--- config.mk ---
export PLATFORM = sky130hd
export DESIGN_NAME = shift_operand_ctrl_flat
export DESIGN_NICKNAME = d
export VERILOG_FILES = /design/src/rtl/shift_operand_ctrl_if.sv /design/src/rtl/shift_operand_ctrl.sv /design/src/flat_wrapper.sv
export SDC_FILE = /design/constraint.sdc
export NUM_CORES = 1
export LEC_CHECK = 0
export ABC_CLOCK_PERIOD_IN_PS = 2050
export CAP_MARGIN = 20
export CORE_AREA = 2 2 92 94
export CTS_CLUSTER_SIZE = 24
export DETAILED_ROUTE_END_ITERATION = 10
export DIE_AREA = 0 0 94 96
export GPL_TIMING_DRIVEN = 0
export PLACE_DENSITY = 0.85
export REMOVE_ABC_BUFFERS = 1
export SLEW_MARGIN = 10
export SYNTH_ARGS = -nofsm -noshare
export SYNTH_HDL_FRONTEND = slang
export SYNTH_SLANG_ARGS = --single-unit
--- constraint.sdc ---
create_clock -name clk -period 2.05 [get_ports clk]
set_input_delay 0.3075 -clock clk [delete_from_list [all_inputs] [get_ports clk]]
set_output_delay 0.3075 -clock clk [all_outputs]
set_load 0.01 [all_outputs]
--- src/rtl/shift_operand_ctrl_if.sv ---
// Bundle of decode request, register-file read port, shifter port and op2 result signals.
// The controller uses the slave modport; the surrounding datapath (or a bench) uses master.
interface shift_operand_ctrl_if;
    logic        start;
    logic        imm_flag;
    logic [11:0] operand2;
    logic        carry_in;
    logic        reg_rd_en;
    logic [3:0]  reg_rd_addr;
    logic [31:0] reg_rd_data;
    logic [2:0]  sh_op;
    logic [31:0] sh_data;
    logic [7:0]  sh_num;
    logic [31:0] sh_out;
    logic        sh_carry;
    logic        busy;
    logic        done;
    logic [31:0] op2_out;
    logic        op2_carry;
    logic        illegal;

    modport master (
        output start, imm_flag, operand2, carry_in, reg_rd_data, sh_out, sh_carry,
        input  reg_rd_en, reg_rd_addr, sh_op, sh_data, sh_num,
        input  busy, done, op2_out, op2_carry, illegal
    );

    modport slave (
        input  start, imm_flag, operand2, carry_in, reg_rd_data, sh_out, sh_carry,
        output reg_rd_en, reg_rd_addr, sh_op, sh_data, sh_num,
        output busy, done, op2_out, op2_carry, illegal
    );
endinterface

--- src/rtl/shift_operand_ctrl.sv ---
// Sequences the shared barrel shifter to build the ARM data-processing op2 and carry-out.
// Optional macro SHIFT_CTRL_IMM_BYPASS_EN: unrotated immediates skip the shifter entirely.
module shift_operand_ctrl #(
    parameter int unsigned RD_LAT = 1
) (
    input  logic               clk,
    input  logic               rst,
    shift_operand_ctrl_if.slave bus
);

    if (RD_LAT != 32'd1) begin : g_rd_lat_bad
        $error("shift_operand_ctrl: only RD_LAT == 1 is supported");
    end

    typedef enum logic [2:0] {StIdle, StRdRs, StRdRm, StShift, StDone} state_e;

    state_e      state_q, state_d;
    logic [11:0] op_q, op_d;
    logic        imm_q, imm_d;
    logic        cin_q, cin_d;
    logic [7:0]  amt_q, amt_d;
    logic [31:0] op2_out_q, op2_out_d;
    logic        op2_carry_q, op2_carry_d;

    logic accept;
    logic bypass_hit;
    logic use_cin;

    assign accept = (state_q == StIdle) && bus.start;

`ifdef SHIFT_CTRL_IMM_BYPASS_EN
    assign bypass_hit = bus.imm_flag && (bus.operand2[11:8] == 4'd0);
`else
    assign bypass_hit = 1'b0;
`endif

    // Cases where the shifter leaves carry undefined and the CPSR C flag passes through.
    assign use_cin = (imm_q && (op_q[11:8] == 4'd0)) ||
                     (!imm_q && !op_q[4] && (op_q[6:5] == 2'b00) && (op_q[11:7] == 5'd0)) ||
                     (!imm_q && op_q[4] && (amt_q == 8'd0));

    always_ff @(posedge clk) begin
        if (rst) begin
            state_q <= StIdle;
        end else begin
            state_q <= state_d;
        end
    end

    always_comb begin
        state_d = state_q;
        unique case (state_q)
            StIdle: begin
                if (bus.start) begin
                    if (bus.imm_flag) begin
                        state_d = bypass_hit ? StDone : StShift;
                    end else if (!bus.operand2[4]) begin
                        state_d = StRdRm;
                    end else if (!bus.operand2[7]) begin
                        state_d = StRdRs;
                    end else begin
                        state_d = StDone;
                    end
                end
            end
            StRdRs:  state_d = StRdRm;
            StRdRm:  state_d = StShift;
            StShift: state_d = StDone;
            StDone:  state_d = StIdle;
            default: state_d = StIdle;
        endcase
    end

    always_comb begin
        bus.reg_rd_en   = 1'b0;
        bus.reg_rd_addr = 4'd0;
        bus.sh_op       = 3'b000;
        bus.sh_data     = 32'd0;
        bus.sh_num      = 8'd0;
        unique case (state_q)
            StRdRs: begin
                bus.reg_rd_en   = 1'b1;
                bus.reg_rd_addr = op_q[11:8];
            end
            StRdRm: begin
                bus.reg_rd_en   = 1'b1;
                bus.reg_rd_addr = op_q[3:0];
            end
            StShift: begin
                if (imm_q) begin
                    bus.sh_op   = 3'b111;
                    bus.sh_data = {24'd0, op_q[7:0]};
                    bus.sh_num  = {3'd0, op_q[11:8], 1'b0};
                end else if (!op_q[4]) begin
                    bus.sh_op   = {op_q[6:5], 1'b0};
                    bus.sh_data = bus.reg_rd_data;
                    bus.sh_num  = {3'd0, op_q[11:7]};
                end else begin
                    bus.sh_op   = {op_q[6:5], 1'b1};
                    bus.sh_data = bus.reg_rd_data;
                    bus.sh_num  = amt_q;
                end
            end
            default: ;
        endcase
        bus.busy    = (state_q != StIdle);
        bus.done    = (state_q == StDone);
        bus.illegal = (state_q == StDone) && !imm_q && op_q[4] && op_q[7];
        bus.op2_out   = op2_out_q;
        bus.op2_carry = op2_carry_q;
    end

    always_comb begin
        op_d        = op_q;
        imm_d       = imm_q;
        cin_d       = cin_q;
        amt_d       = amt_q;
        op2_out_d   = op2_out_q;
        op2_carry_d = op2_carry_q;
        if (accept) begin
            op_d  = bus.operand2;
            imm_d = bus.imm_flag;
            cin_d = bus.carry_in;
            // Direct IDLE->DONE: illegal encodings clear op2, bypassed immediates load imm8.
            if (state_d == StDone) begin
                op2_out_d   = bypass_hit ? {24'd0, bus.operand2[7:0]} : 32'd0;
                op2_carry_d = bypass_hit ? bus.carry_in : 1'b0;
            end
        end
        if ((state_q == StRdRm) && op_q[4]) begin
            amt_d = bus.reg_rd_data[7:0];
        end
        if (state_q == StShift) begin
            op2_out_d   = bus.sh_out;
            op2_carry_d = use_cin ? cin_q : bus.sh_carry;
        end
    end

    always_ff @(posedge clk) begin
        if (rst) begin
            op_q        <= 12'd0;
            imm_q       <= 1'b0;
            cin_q       <= 1'b0;
            amt_q       <= 8'd0;
            op2_out_q   <= 32'd0;
            op2_carry_q <= 1'b0;
        end else begin
            op_q        <= op_d;
            imm_q       <= imm_d;
            cin_q       <= cin_d;
            amt_q       <= amt_d;
            op2_out_q   <= op2_out_d;
            op2_carry_q <= op2_carry_d;
        end
    end

endmodule

--- src/flat_wrapper.sv ---
// flat-port wrapper written by rule: the top's interface ports become plain ports
module shift_operand_ctrl_flat 
#(
    parameter int unsigned RD_LAT = 1
)
  (clk, rst, bus_start, bus_imm_flag, bus_operand2, bus_carry_in, bus_reg_rd_data, bus_sh_out, bus_sh_carry, bus_reg_rd_en, bus_reg_rd_addr, bus_sh_op, bus_sh_data, bus_sh_num, bus_busy, bus_done, bus_op2_out, bus_op2_carry, bus_illegal);
  shift_operand_ctrl_if bus_i ();
  input  logic clk;
  input  logic rst;
  input wire logic [$bits(bus_i.start)-1:0] bus_start;
  input wire logic [$bits(bus_i.imm_flag)-1:0] bus_imm_flag;
  input wire logic [$bits(bus_i.operand2)-1:0] bus_operand2;
  input wire logic [$bits(bus_i.carry_in)-1:0] bus_carry_in;
  input wire logic [$bits(bus_i.reg_rd_data)-1:0] bus_reg_rd_data;
  input wire logic [$bits(bus_i.sh_out)-1:0] bus_sh_out;
  input wire logic [$bits(bus_i.sh_carry)-1:0] bus_sh_carry;
  output wire logic [$bits(bus_i.reg_rd_en)-1:0] bus_reg_rd_en;
  output wire logic [$bits(bus_i.reg_rd_addr)-1:0] bus_reg_rd_addr;
  output wire logic [$bits(bus_i.sh_op)-1:0] bus_sh_op;
  output wire logic [$bits(bus_i.sh_data)-1:0] bus_sh_data;
  output wire logic [$bits(bus_i.sh_num)-1:0] bus_sh_num;
  output wire logic [$bits(bus_i.busy)-1:0] bus_busy;
  output wire logic [$bits(bus_i.done)-1:0] bus_done;
  output wire logic [$bits(bus_i.op2_out)-1:0] bus_op2_out;
  output wire logic [$bits(bus_i.op2_carry)-1:0] bus_op2_carry;
  output wire logic [$bits(bus_i.illegal)-1:0] bus_illegal;
  assign bus_i.start = bus_start;
  assign bus_i.imm_flag = bus_imm_flag;
  assign bus_i.operand2 = bus_operand2;
  assign bus_i.carry_in = bus_carry_in;
  assign bus_i.reg_rd_data = bus_reg_rd_data;
  assign bus_i.sh_out = bus_sh_out;
  assign bus_i.sh_carry = bus_sh_carry;
  assign bus_reg_rd_en = bus_i.reg_rd_en;
  assign bus_reg_rd_addr = bus_i.reg_rd_addr;
  assign bus_sh_op = bus_i.sh_op;
  assign bus_sh_data = bus_i.sh_data;
  assign bus_sh_num = bus_i.sh_num;
  assign bus_busy = bus_i.busy;
  assign bus_done = bus_i.done;
  assign bus_op2_out = bus_i.op2_out;
  assign bus_op2_carry = bus_i.op2_carry;
  assign bus_illegal = bus_i.illegal;
  shift_operand_ctrl #(.RD_LAT(RD_LAT)) u_core (.clk(clk), .rst(rst), .bus(bus_i));
endmodule
Yosys cells after proc, flatten, opt, wreduce, memory -nomap -nowiden --
Cells that the tools add are included.
Operators by class: equality and inequality tests 5, muxes and demuxes 22, reductions and logical operators 25
Operators by type and width (number):
- $mux W32 | 5
- $mux W8 | 3
- $mux W3 | 6
- $pmux W3 S4 | 1
- $logic_and A1 B1 Y1 | 11
- $logic_not A8 Y1 | 1
- $pmux W4 S2 | 1
- $eq A3 B2 Y1 const B | 2
- $eq A3 B3 Y1 const B | 2
- $mux W1 | 6
- $logic_not A5 Y1 | 1
- $logic_not A4 Y1 | 1
- $reduce_bool A2 Y1 | 2
- $eq A3 B1 Y1 const B | 1
- $logic_not A3 Y1 | 1
- $reduce_bool A3 Y1 | 1
- $logic_not A1 Y1 | 2
- $logic_not A2 Y1 | 1
- $logic_or A1 B1 Y1 | 2
- $reduce_and A2 Y1 | 1
- $reduce_or A2 Y1 | 1
Storage, ports and cells: flip-flop bits (word level) 58, bits of input ports 82, output and inout bits 84, logic and storage cells 59

Longest topological paths before layout --
depth after elaboration 9, mapped depth 7, gate-level depth less buffers 4

Worst setup path after synthesis --
No wires, ideal clock.
kind reg-to-output, start point register u_core.state_q[0], end point output port bus_sh_data[11], arrival time 1.300 ns, data required time 1.742 ns, slack 0.443 ns, stages on the path, launching flop included 6, path buffers 2, cell sequence dfxtp_1 buf_2 nand3b_1 nor2_1 clkbuf_1 and2_1
On the way: cells in the longest elaborated chain, start to end 2
RTL lines:
- start: declaration | line shift_operand_ctrl.sv:17 | state_e state_q, state_d;
- start signal: assignment | line shift_operand_ctrl.sv:44 | state_q <= StIdle;
- start signal: assignment | line shift_operand_ctrl.sv:46 | state_q <= state_d;
- $eq A3 B2 Y1 | line shift_operand_ctrl.sv:80 | unique case (state_q)
- $mux W32 | line shift_operand_ctrl.sv:80
- end: declaration | line flat_wrapper.sv:20 | output wire logic [$bits(bus_i.sh_data)-1:0] bus_sh_data;
Every way passes these cells.

Worst setup path in the final report --
start point register u_core.state_q[1], end point output port bus_illegal
On the way: cells in the longest elaborated chain, start to end 4
RTL lines:
- $eq A3 B3 Y1 | line shift_operand_ctrl.sv:108 | bus.illegal = (state_q == StDone) && !imm_q && op_q[4] && op_q[7];
- $logic_and A1 B1 Y1 (3 in series) | line shift_operand_ctrl.sv:108
- end: declaration | line flat_wrapper.sv:26 | output wire logic [$bits(bus_i.illegal)-1:0] bus_illegal;
Every way passes these cells.

==> flow_summary.yaml <==
status:
  status: "complete, no violations"
power_and_ir_drop:
  power.internal_uw: 2389
  sw_frac_of_total_pct: 27.37
  vdd_drop_max_mv: 0.4706
  power.total_uw: 3289
  pwr-share-seq_pct: 39.1
  p_sw_uw: 900.2
  p_leak_uw: 0.002045
  pwr-share-clk_pct: 36.7
  pwr-share-comb_pct: 24.2
  powerDensity_mw_per_mm2: 672.3
drt:
  wl_per_cell_um: 16.97
  wl_um: 10060
  dr.pass1.iters: 4
  drt_iter0_markers: 76
  vias: 2972
  vias_per_cell: 5.012
  drtAntennaViolNets: 0
  drcViolationCount: 0
grt:
  grt_overflow: 0
  top_usage_layer: "met2"
  grt_use_met3_pct: 6.813
  grt_usage_pct: 21.17
  grt_pass1_wl_um: 14510
  globalRouteMet1Util_pct: 20.55
  grt_max_degree: 33
  grt_pass1_vias: 2915
  antenna_found_initial: 0
  grt_use_met2_pct: 39.40
critical_path:
  endpoint_kind: "output pin"
  reg2regPathDepth: 7
  crit_slowest_cell: "clkdlybuf4s50_1"
  path_delay_family: "buffers and inverters"
  reg2reg_to: "u_core.bus.op2_out[31]$_SDFFE_PP0P_"
  required_ns: 1.74
  setup.worst_path.start_class: "register"
  path_class: "register to output pin"
  worstReg2RegStart: "u_core.state_q[2]$_SDFF_PP0_"
  arrival_ns: 1.71
  path_cells: "nor3b_4, and3_1, clkdlybuf4s50_1"
  max_stage_delay_ns: 0.54
  cp.buffers_inverters: 1
  reg2reg_slack_ns: 0.14
  crit_fanout: 7
cts:
  tritoncts: "yes"
  cts_buffers: 9
  cts.sinks: 58
  clk_path_buf_depth: 2
  root_buffer: "clkbuf_8"
  holdBufCountCts: 0
  clkSlewWorstSetupHoldPaths_ns: 0.07
  htreeDepth: 3
  clkLatencyLatePin_ns: 0.33
layout:
  antenna_cells: 0
  instances_no_fill: 593
  seqCellArea_mm2: 0.001180
  multi_input_area_mm2: 0.001543
  synthToLayoutAreaGrowth_pct: 77.65
  layout-drive-gt1-share_pct: 18.44
  num-fill-cells: 646
  nets: 565
  fin_util_pct: 60.76
timing:
  finalHoldViolCount: 0
  finalSetupViolCount: 0
  worstMarginPinSlew_ns: 0.5952
  finalCriticalPeriod_ns: 2.017
  maxSlewHeadroom_pct: 60.32
  period_share_pct: 98.41
  whs_ns: 0.4625
  tns_ns: 0
  maxSlewViolCount: 0
  fin_worst_skew_ns: 0.01169
  fmax_mhz: 495.7
die:
  die_x_um: 94
  rows: 33
  die_area_mm2: 0.009024
  core_mm2: 0.008051
  die_h_um: 96
  design.portCount: 166
  start_util_pct: 34.20
min_path:
  min_from: "u_core.cin_q$_SDFFE_PP0P_"
  min_delay_path_depth: 2
  holdPathEnd: "u_core.cin_q$_SDFFE_PP0P_"
  min_path_type: "register to register"
synth:
  synth_cell_type_count: 27
  syn-instance-count: 309
  synth_area_mm2: 0.002754
  synth_top_cell_by_area: "dfxtp_1"
  synth_area_leaders: "dfxtp_1 42%, a22oi_2 13%, nor2_1 8.7%"
  synth_area_per_cell_um2: 8.912
  ys_ff_latch: 58
  synth_top_area_share_pct: 42.16
  yosysWarnings: 0
  seq_area_frac_synth_pct: 42.16
placement:
  hpwl_um: 7015
  io_buffers: 165
  gp_congestion: 0.8958
  dp.cells: 556
job:
  max_cap_viol_count: 0
==> per-stage QoR <==
step	instance area [um^2]	setup WS [ns]
after floorplan	2615	-0.4219
after global placement	4398	-1.252
after detailed placement	4462	-1.198
after CTS	4816	-0.2001
after global routing	4892	-0.01085
final	4892	0.03262
==> final cells by class <==
cell class,instances,area share [%]
inverters,1,0.07673
repair buffers,185,36.91
multi-input cells,228,31.53
well taps,105,2.685
flip-flops and latches,58,24.12
clock buffers,12,3.171
clock inverters,4,1.509
==> how the worst max path moves through the flow <==
stage | startpoint | end | cells after the start
after floorplan | u_core.state_q[2]$_SDFF_PP0_ | u_core.bus.op2_out[0]$_SDFFE_PP0P_ | 4
after global placement | u_core.state_q[2]$_SDFF_PP0_ | bus_sh_num[5] | 3
after detailed placement | u_core.state_q[2]$_SDFF_PP0_ | bus_sh_data[30] | 4
after CTS | u_core.state_q[2]$_SDFF_PP0_ | bus_sh_num[6] | 3
after global routing | u_core.state_q[1]$_SDFF_PP0_ | bus_illegal | 3
final | u_core.state_q[1]$_SDFF_PP0_ | bus_illegal | 3
==> worst register-to-register path, delay by kind of cell, from the launching register on <==
kind	cells	cell delay (ns)
AOI/OAI and AO/OA	2	0.54
buffers and inverters	3	0.57
and+or+nand+nor	2	0.34
DFF	1	0.39
==> cells in the final DEF (no fill, tap or decap), types with 2 or more instances in the layout <==
cell type / n
a21oi_1: 17
a22oi_1: 8
a22oi_2: 28
and2_1: 24
and3_1: 4
buf_12: 2
buf_2: 3
buf_4: 14
buf_6: 3
bufinv_16: 2
clkbuf_2: 3
clkbuf_8: 11
clkdlybuf4s15_2: 3
clkdlybuf4s50_1: 117
dfxtp_1: 53
dfxtp_4: 5
dlygate4sd2_1: 33
dlymetal6s2s_1: 6
mux2i_1: 21
nand2_1: 29
nand2b_1: 2
nand3_1: 2
nand3b_1: 4
nor2_1: 63
nor2_4: 4
nor2b_4: 4
nor3_1: 3
nor4_1: 4
o21ai_0: 2
==> Yosys cell counts <==
cell type and instances:
nor2_1 64, dfxtp_1 58, a21oi_4 1, buf_6 3, nor2b_1 4, mux2i_1 21, o21ai_0 2, and2_1 24
nand2b_1 2, a22oi_1 8, and3_1 4, a21oi_1 17, nor4bb_1 1, buf_4 2, and3b_1 2, nand2_1 29
clkbuf_1 12, nor4b_4 1, nor3b_1 2, nor3_1 3, o21ba_2 1, buf_2 9, nand3b_1 4, a22oi_2 28
inv_1 1, nor4_1 4, nand3_1 2
==> logic make-up (layout without fill, tap and decap cells) <==
logic type	Yosys count	after routing	share of synthesized area, %
and+or+nand+nor	146	150	25.71
DFF	58	58	42.16
AOI/OAI and AO/OA	57	57	19.31
buffers and inverters	27	202	5.179
muxes	21	21	7.633
==> what timing repair did <==
action / in CTS / in global routing
resized for setup: 77 / 15
pin swaps: 3 / 1
buffers inserted: 9 / 8
setup endpoints to repair: 73 / 32
gates cloned: 4 / 0
==> power groups by stage <==
stage	Clock (uW)	Sequential [uW]	Combinational (uW)
6_report	1210	1280	797
3_5_place_dp	0	1300	717
5_1_grt	1290	1290	856
4_1_cts	1230	1280	768
3_3_place_gp	0	1290	687
2_1_floorplan	0	1290	308
==> routing by layer <==
metal  up-vias  share of wire [%]
met5         -                  0
met4         0                4.0
li1       1409                  -
met1      1360                 35
met3        34                 10
met2       169                 51
==> registers in the layout, indices dropped and copies added (netlist names) <==
name,count
u_core.bus.op2_out,32
u_core.op_q,12
u_core.amt_q,8
u_core.state_q,3
u_core.bus.op2_carry,1
u_core.cin_q,1
u_core.imm_q,1
(Power assumes the default switching activity.)
